$ cat config.mk
export PLATFORM = sky130hd
export DESIGN_NAME = mc_controller
export DESIGN_NICKNAME = d
export VERILOG_FILES = /design/src/rtl/mc_controller.sv
export SDC_FILE = /design/constraint.sdc
export NUM_CORES = 1
export LEC_CHECK = 0
export CAP_MARGIN = 40
export CORE_MARGIN = 5
export CORE_UTILIZATION = 39
export DETAILED_ROUTE_END_ITERATION = 6
export HOLD_SLACK_MARGIN = 0.02
export PLACE_DENSITY = 0.9
export SYNTH_ARGS = -nofsm -noshare
export SYNTH_HDL_FRONTEND = slang
export SYNTH_SLANG_ARGS = --single-unit
$ cat constraint.sdc
create_clock -name clk -period 1.63 [get_ports clk]
set_input_delay 0.163 -clock clk [delete_from_list [all_inputs] [get_ports clk]]
set_output_delay 0.163 -clock clk [all_outputs]
set_load 0.05 [all_outputs]
$ cat src/rtl/mc_controller.sv
`default_nettype none
// ============================================================================
// Module   : mc_controller
// Brief    : Multicycle RISC-V control unit. Sequences Fetch/Decode/Execute/
//            Memory/Writeback and drives every datapath select and enable.
//            Unsupported opcodes park the FSM in a sticky TRAP state.
// Revision : 1.0 - initial release
// ============================================================================
module mc_controller (
    input  logic       clk,
    input  logic       rst,
    input  logic [6:0] op,
    input  logic [2:0] funct3,
    input  logic       funct7b5,
    input  logic       zero,
    output logic       PCWrite,
    output logic       AdrSrc,
    output logic       MemWrite,
    output logic       IRWrite,
    output logic       RegWrite,
    output logic [1:0] ResultSrc,
    output logic [1:0] ALUSrcA,
    output logic [1:0] ALUSrcB,
    output logic [1:0] ImmSrc,
    output logic [2:0] ALUControl,
    output logic       illegal,
    output logic [3:0] state
);

    // Opcodes understood by this controller
    localparam logic [6:0] c_OP_LW   = 7'b0000011;
    localparam logic [6:0] c_OP_SW   = 7'b0100011;
    localparam logic [6:0] c_OP_R    = 7'b0110011;
    localparam logic [6:0] c_OP_I    = 7'b0010011;
    localparam logic [6:0] c_OP_BEQ  = 7'b1100011;
    localparam logic [6:0] c_OP_JAL  = 7'b1101111;

    typedef enum logic [3:0] {
        S_FETCH    = 4'd0,
        S_DECODE   = 4'd1,
        S_MEMADR   = 4'd2,
        S_MEMREAD  = 4'd3,
        S_MEMWB    = 4'd4,
        S_MEMWRITE = 4'd5,
        S_EXECR    = 4'd6,
        S_EXECI    = 4'd7,
        S_ALUWB    = 4'd8,
        S_BEQ      = 4'd9,
        S_JAL      = 4'd10,
        S_TRAP     = 4'd15
    } state_t;

    state_t     state_q;
    state_t     state_d;

    // Raw per-state controls before branch resolution and reset gating
    logic       w_pc_update;
    logic       w_branch;
    logic       w_adr_src;
    logic       w_mem_write;
    logic       w_ir_write;
    logic       w_reg_write;
    logic [1:0] w_result_src;
    logic [1:0] w_alu_src_a;
    logic [1:0] w_alu_src_b;
    logic [1:0] w_alu_op;
    logic [2:0] w_alu_ctrl;
    logic [1:0] w_imm_src;

    // State register; reset lands in FETCH immediately, mid-cycle if need be
    always_ff @(posedge clk or posedge rst) begin
        if (rst) begin
            state_q <= S_FETCH;
        end else begin
            state_q <= state_d;
        end
    end

    // Next-state logic
    always_comb begin
        state_d = state_q;
        case (state_q)
            S_FETCH:    state_d = S_DECODE;
            S_DECODE: begin
                case (op)
                    c_OP_LW,
                    c_OP_SW:  state_d = S_MEMADR;
                    c_OP_R:   state_d = S_EXECR;
                    c_OP_I:   state_d = S_EXECI;
                    c_OP_BEQ: state_d = S_BEQ;
                    c_OP_JAL: state_d = S_JAL;
                    default:  state_d = S_TRAP;
                endcase
            end
            // Only lw and sw reach MEMADR; bit 5 separates store from load
            S_MEMADR:   state_d = op[5] ? S_MEMWRITE : S_MEMREAD;
            S_MEMREAD:  state_d = S_MEMWB;
            S_MEMWB,
            S_MEMWRITE,
            S_BEQ:      state_d = S_FETCH;
            S_EXECR,
            S_EXECI,
            S_JAL:      state_d = S_ALUWB;
            S_ALUWB:    state_d = S_FETCH;
            S_TRAP:     state_d = S_TRAP;
            default:    state_d = S_TRAP;
        endcase
    end

    // Moore outputs decoded from the current state
    always_comb begin
        w_pc_update  = 1'b0;
        w_branch     = 1'b0;
        w_adr_src    = 1'b0;
        w_mem_write  = 1'b0;
        w_ir_write   = 1'b0;
        w_reg_write  = 1'b0;
        w_result_src = 2'b00;
        w_alu_src_a  = 2'b00;
        w_alu_src_b  = 2'b00;
        w_alu_op     = 2'b00;
        case (state_q)
            S_FETCH: begin
                w_ir_write   = 1'b1;
                w_pc_update  = 1'b1;
                w_alu_src_b  = 2'b10;
                w_result_src = 2'b10;
            end
            S_DECODE: begin
                w_alu_src_a  = 2'b01;
                w_alu_src_b  = 2'b01;
            end
            S_MEMADR: begin
                w_alu_src_a  = 2'b10;
                w_alu_src_b  = 2'b01;
            end
            S_MEMREAD: begin
                w_adr_src    = 1'b1;
            end
            S_MEMWRITE: begin
                w_adr_src    = 1'b1;
                w_mem_write  = 1'b1;
            end
            S_MEMWB: begin
                w_result_src = 2'b01;
                w_reg_write  = 1'b1;
            end
            S_EXECR: begin
                w_alu_src_a  = 2'b10;
                w_alu_src_b  = 2'b00;
                w_alu_op     = 2'b10;
            end
            S_EXECI: begin
                w_alu_src_a  = 2'b10;
                w_alu_src_b  = 2'b01;
                w_alu_op     = 2'b10;
            end
            S_ALUWB: begin
                w_reg_write  = 1'b1;
            end
            S_BEQ: begin
                w_alu_src_a  = 2'b10;
                w_alu_src_b  = 2'b00;
                w_alu_op     = 2'b01;
                w_branch     = 1'b1;
            end
            S_JAL: begin
                w_alu_src_a  = 2'b01;
                w_alu_src_b  = 2'b10;
                w_pc_update  = 1'b1;
            end
            default: begin
                // TRAP and unused encodings keep every enable low
            end
        endcase
    end

    // ALU decoder: funct3 selects the operation for R/I-type execution
    always_comb begin
        w_alu_ctrl = 3'b000;
        case (w_alu_op)
            2'b00: w_alu_ctrl = 3'b000;
            2'b01: w_alu_ctrl = 3'b001;
            2'b10: begin
                case (funct3)
                    // Subtract only for R-type with funct7b5; addi never subtracts
                    3'b000:  w_alu_ctrl = (op[5] & funct7b5) ? 3'b001 : 3'b000;
                    3'b010:  w_alu_ctrl = 3'b101;
                    3'b110:  w_alu_ctrl = 3'b011;
                    3'b111:  w_alu_ctrl = 3'b010;
                    default: w_alu_ctrl = 3'b000;
                endcase
            end
            default: w_alu_ctrl = 3'b000;
        endcase
    end

    // Immediate format follows the opcode in every state
    always_comb begin
        w_imm_src = 2'b00;
        case (op)
            c_OP_SW:  w_imm_src = 2'b01;
            c_OP_BEQ: w_imm_src = 2'b10;
            c_OP_JAL: w_imm_src = 2'b11;
            default:  w_imm_src = 2'b00;
        endcase
    end

    // Enables are suppressed while reset is held; the state is already FETCH
    // then, so the selects naturally show their FETCH values.
    assign PCWrite    = ~rst & (w_pc_update | (w_branch & zero));
    assign IRWrite    = ~rst & w_ir_write;
    assign RegWrite   = ~rst & w_reg_write;
    assign MemWrite   = ~rst & w_mem_write;
    assign AdrSrc     = w_adr_src;
    assign ResultSrc  = w_result_src;
    assign ALUSrcA    = w_alu_src_a;
    assign ALUSrcB    = w_alu_src_b;
    assign ImmSrc     = w_imm_src;
    assign ALUControl = w_alu_ctrl;
    assign illegal    = (state_q == S_TRAP);
    assign state      = state_q;

endmodule
`default_nettype wire

==> results of run 1 <==
per-stage QoR:
stage / utilization, % / instance area [sq um] / std cells
3_5_place_dp: 88.8 / 1480 / 151
3_3_place_gp: 88.8 / 1480 / 151
2_1_floorplan: - / 866 / 90
logic make-up after synthesis:
kind of cell | count (synthesis) | synth area share [%]
xor gates and xnor gates | 2 | 2.64
buffers and inverters | 13 | 10.2
and+or+nand+nor | 48 | 46.3
DFF | 4 | 15.1
adders and majority gates | 2 | 3.77
AOI/OAI and AO/OA | 21 | 22.0
synthesized netlist by cell type, types with 2 or more instances:
cell type and number:
nand3b_1 2, o21ai_0 3, a211oi_1 2, and2_1 3, inv_1 3, nand2b_1 3, or3_1 2, ha_1 2
nor2_1 4, nor2b_1 4, nor4_2 2, o21ai_1 2, nand3_1 2, a2111oi_2 2, buf_2 6, inv_2 2
dfrtp_1 4, a21oi_1 6, and3_1 2, nand2_1 6, o211ai_1 3, nor3_1 7
==> results.ini, run 1 <==
[logic_synthesis]
synth-edff-count=0
synth-main-ff-cell=dfrtp_1
yosys_register_bits=4
ys_top_cells_by_area=dfrtp_1, nor3_1, a21oi_1
syn_nets=106
synth-async-reset-ratio_pct=100
postSynthCellCount=90
synthDominantCellAreaShare_pct=15.1
syn_avg_cell_area_sq_um=7.38
netlist_area_sq_um=664
yosysSeqAreaShare_pct=15.1
ys_types=40
yosys_warnings=0
synth_area_leader_cell=dfrtp_1

[die]
fp.dieW_microns=51.3
rows=15
num_io_pins=35
chipHeight_microns=51.3
start_util_pct=39.8

[outcome]
firstError=[ERROR DPL-0033] detailed placement checks failed during check placement.
failing_step=clock tree synthesis (4_1_cts)
status=aborted with a tool error

[placed_design]
dp_slack_ns=-0.0681
portBuffers=34
hpwlAfterDp_microns=2130
place_congestion=0.786

[clock_tree]
post_cts_buffers=7
clock_sinks=4
htree_levels=1
clockRootBuffer=clkbuf_4
clk_path_buf_depth=2
cts_hold_repair.buffers=0
cts.repair.resized=23
cts_made_buffers=3

==> run 2: changes to the inputs <==
--- a/config.mk
+++ b/config.mk
@@ -6,11 +6,10 @@
 export NUM_CORES = 1
 export LEC_CHECK = 0
 export CAP_MARGIN = 40
-export CORE_MARGIN = 5
-export CORE_UTILIZATION = 39
+export CORE_AREA = 5 5 66 68
 export DETAILED_ROUTE_END_ITERATION = 6
-export HOLD_SLACK_MARGIN = 0.02
-export PLACE_DENSITY = 0.9
+export DIE_AREA = 0 0 71 73
+export PLACE_DENSITY_LB_ADDON = 0.15
 export SYNTH_ARGS = -nofsm -noshare
 export SYNTH_HDL_FRONTEND = slang
 export SYNTH_SLANG_ARGS = --single-unit
==> run 2 against run 1 <==
  * Synthesized cell count unchanged
  * Synthesized area did not move
  * The flow now finishes, with violations (setup timing)
==> results.ini, run 2 <==
[outcome]
status=finished with violations
violations=setup timing

[worst_setup_path]
endpoint_kind=primary output
crit_start=state[3]$_DFF_PP0_
crit_end=ALUControl[2]
cp_max_fo=4
ff2ff_setup_slack_ns=0.11
critPathKind=flip-flop to primary output
arrival_ns=1.63
r2r_cells=7
worstReg2RegEnd=state[0]$_DFF_PP0_
critPathLaunchType=flip-flop
r2r_start=state[1]$_DFF_PP0_
required_ns=1.47

[logic_synthesis]
yosysSeqAreaShare_pct=15.1  ; unchanged
syn_nets=106  ; unchanged
yosys_warnings=0  ; unchanged
synthDominantCellAreaShare_pct=15.1  ; unchanged
synth-async-reset-ratio_pct=100  ; unchanged
syn_avg_cell_area_sq_um=7.38  ; unchanged
yosys_register_bits=4  ; unchanged
yosysMostFrequentCell=nor3_1
synth-main-ff-cell=dfrtp_1
postSynthCellCount=90  ; unchanged
ys_types=40  ; unchanged
netlist_area_sq_um=664  ; unchanged
synth_common_cells=nor3_1, a21oi_1, buf_2, nand2_1
ys_top_cells_by_area=dfrtp_1, nor3_1, a21oi_1
synth-edff-count=0  ; unchanged
synth_area_leader_cell=dfrtp_1

[clock_tree]
htree_levels=1  ; unchanged
clock_sinks=4  ; unchanged
cts_made_buffers=3  ; unchanged
clk_latency_ns=0.21
clockRootBuffer=clkbuf_8
cts_tree=yes
cts_hold_repair.buffers=0  ; unchanged
path_clk_slew_ns=0.03
clk_path_buf_depth=2  ; unchanged

[finish]
multiInputGateArea_sq_um=744
layout-drive-gt1-share_pct=64.7
regArea_sq_um=105
n_antenna_cell=0
instances_no_fill=200
layout_common_cells=buf_4, buf_12, clkdlybuf4s50_1
final_util_pct=47.4
n_fill_cell=384
nNetsFinal=168
final_common_cell=buf_4
largest_reg_flops=4
area_delta_synth_final_pct=171

[sta]
finalCriticalPeriod_ns=1.79
fin_crit_sh_pct=110
max_freq_ghz=0.558
setup_ws_ns=-0.161
drv_slew=0
finalClockSkew_ns=0.00132
setup_viol=9
slew_headroom_pct=76.4
tightest_slew_ns=0.352
hold_viol_final=0
rsz0062_at_grt=yes

[drt]
drc=0
ant_nets=0
wl_per_cell_microns=12.8
first_pass_iters=4
wl_microns=2560
drtIter0Drc=5
avgViaCountPerCell=4.38
num_vias=876

[pwr]
power.internal_uw=302
ir_drop_mv=0.178
comb_power_share_pct=20.5
p_seq_share_pct=26.5
p_leak_nw=0.702
powerDensity_nw_per_um2=210
power_frac_clock_pct=53.0
power.net_switching_uw=76.4
power.share.switching_pct=20.2

[global_route]
grt_pass1_vias=955
grt_overflow_total=0
grtUsageMet2_pct=18.9
antenna_found_initial=0
grt_pass1_wl_microns=4330
grt_start_max_net_pins=16
use_met1_pct=11.9
grt_use_total_pct=10.4
met3_usage_pct=2.20
gr-max-usage-layer=met2

[placed_design]
portBuffers=34  ; unchanged
place_congestion=0.824  ; +4.9%
post-place-cells=186  ; +23%
hpwlAfterDp_microns=2050  ; -4.0%

[die]
chipHeight_microns=73  ; +42%
start_util_pct=17.5  ; -22 points
dieArea_sq_um=5180
coreArea_sq_um=3800
rows=23  ; +8
fp.dieW_microns=71  ; +38%
num_io_pins=35  ; unchanged

[flow_run]
drv_cap=0

[hold_path]
min_path_type=input port to async pin

==> run 2: cell counts after synthesis <==
Identical to the previous run, type by type.
==> run 2: area by class of cell <==
cell class / instances / area share, %
clock buffers: 3 / 2.29
inverters: 5 / 1.04
multi-input cells: 73 / 41.4
repair buffers: 65 / 46.0
well taps: 50 / 3.48
flip-flops and latches: 4 / 5.84
==> run 2: power by group through the flow <==
| stage | clock network, mW | logic [mW] | registers [mW] |
|---|---|---|---|
| after detailed placement | 0 | 0.0759 | 0.101 |
| after CTS | 0.207 | 0.0766 | 0.100 |
| after global placement | 0 | 0.0764 | 0.101 |
| final | 0.200 | 0.0776 | 0.100 |
| after global routing | 0.218 | 0.0842 | 0.0999 |
| after floorplan | 0 | 0.0156 | 0.101 |
==> run 2: worst min path at each step <==
stage	cells after the start	start	end	slack, ns
2_1_floorplan	1	rst	state[0]$_DFF_PP0_	-0.06
6_report	3	rst	state[3]$_DFF_PP0_	0.53
3_3_place_gp	3	rst	state[0]$_DFF_PP0_	0.73
5_1_grt	3	rst	state[0]$_DFF_PP0_	0.56
4_1_cts	3	rst	state[3]$_DFF_PP0_	0.51
3_5_place_dp	3	rst	state[0]$_DFF_PP0_	0.73
==> run 2: logic make-up (layout without fill, tap and decap cells) <==
| family | after synthesis | after routing | synth area share, % |
|---|---|---|---|
| AOI/OAI and AO/OA | 21 | 21 | 22.0 |
| and+or+nand+nor | 48 | 48 | 46.3 |
| xor gates and xnor gates | 2 | 2 | 2.64 |
| adders and majority gates | 2 | 2 | 3.77 |
| buffers and inverters | 13 | 73 | 10.2 |
| DFF | 4 | 4 | 15.1 |
==> run 2: repair_timing <==
| item | 4_1_cts | 5_1_grt |
|---|---|---|
| setup endpoints to repair | 9 | 15 |
| pin swaps | 9 | 9 |
| setup buffers | 8 | 3 |
| resized for setup | 13 | 17 |
==> run 2: per-stage QoR <==
step	hold slack (ns)	TNS [ns]	power (mW)	area, sq um	worst slack [ns]
final	0.533	-0.719	0.378	1800	-0.161
after global routing	0.561	-1.40	0.402	1800	-0.260
after CTS	0.506	-0.912	0.384	1700	-0.194
after detailed placement	0.726	-0.0704	0.177	1540	-0.0381
after global placement	0.731	-0.0437	0.177	1540	-0.0334
after floorplan	-0.0626	-1.49	0.117	866	-0.433
==> run 2: per-layer routing <==
metal  vias up  part of all wire, %
li1        446                    -
met1       406                   39
met2        22                   57
met3         2                  4.3
met4         0                 0.62
met5         -                    0
==> run 2: worst max-delay path: stages, from the launching register on <==
cell and delay, ns:
dfrtp_2 0.43, nor2b_1 0.12, and2_4 0.16, ha_4 0.13, nand2_2 0.06, nor4_4 0.33, buf_12 0.18
Note: power is estimated with default switching activity, not from simulation.
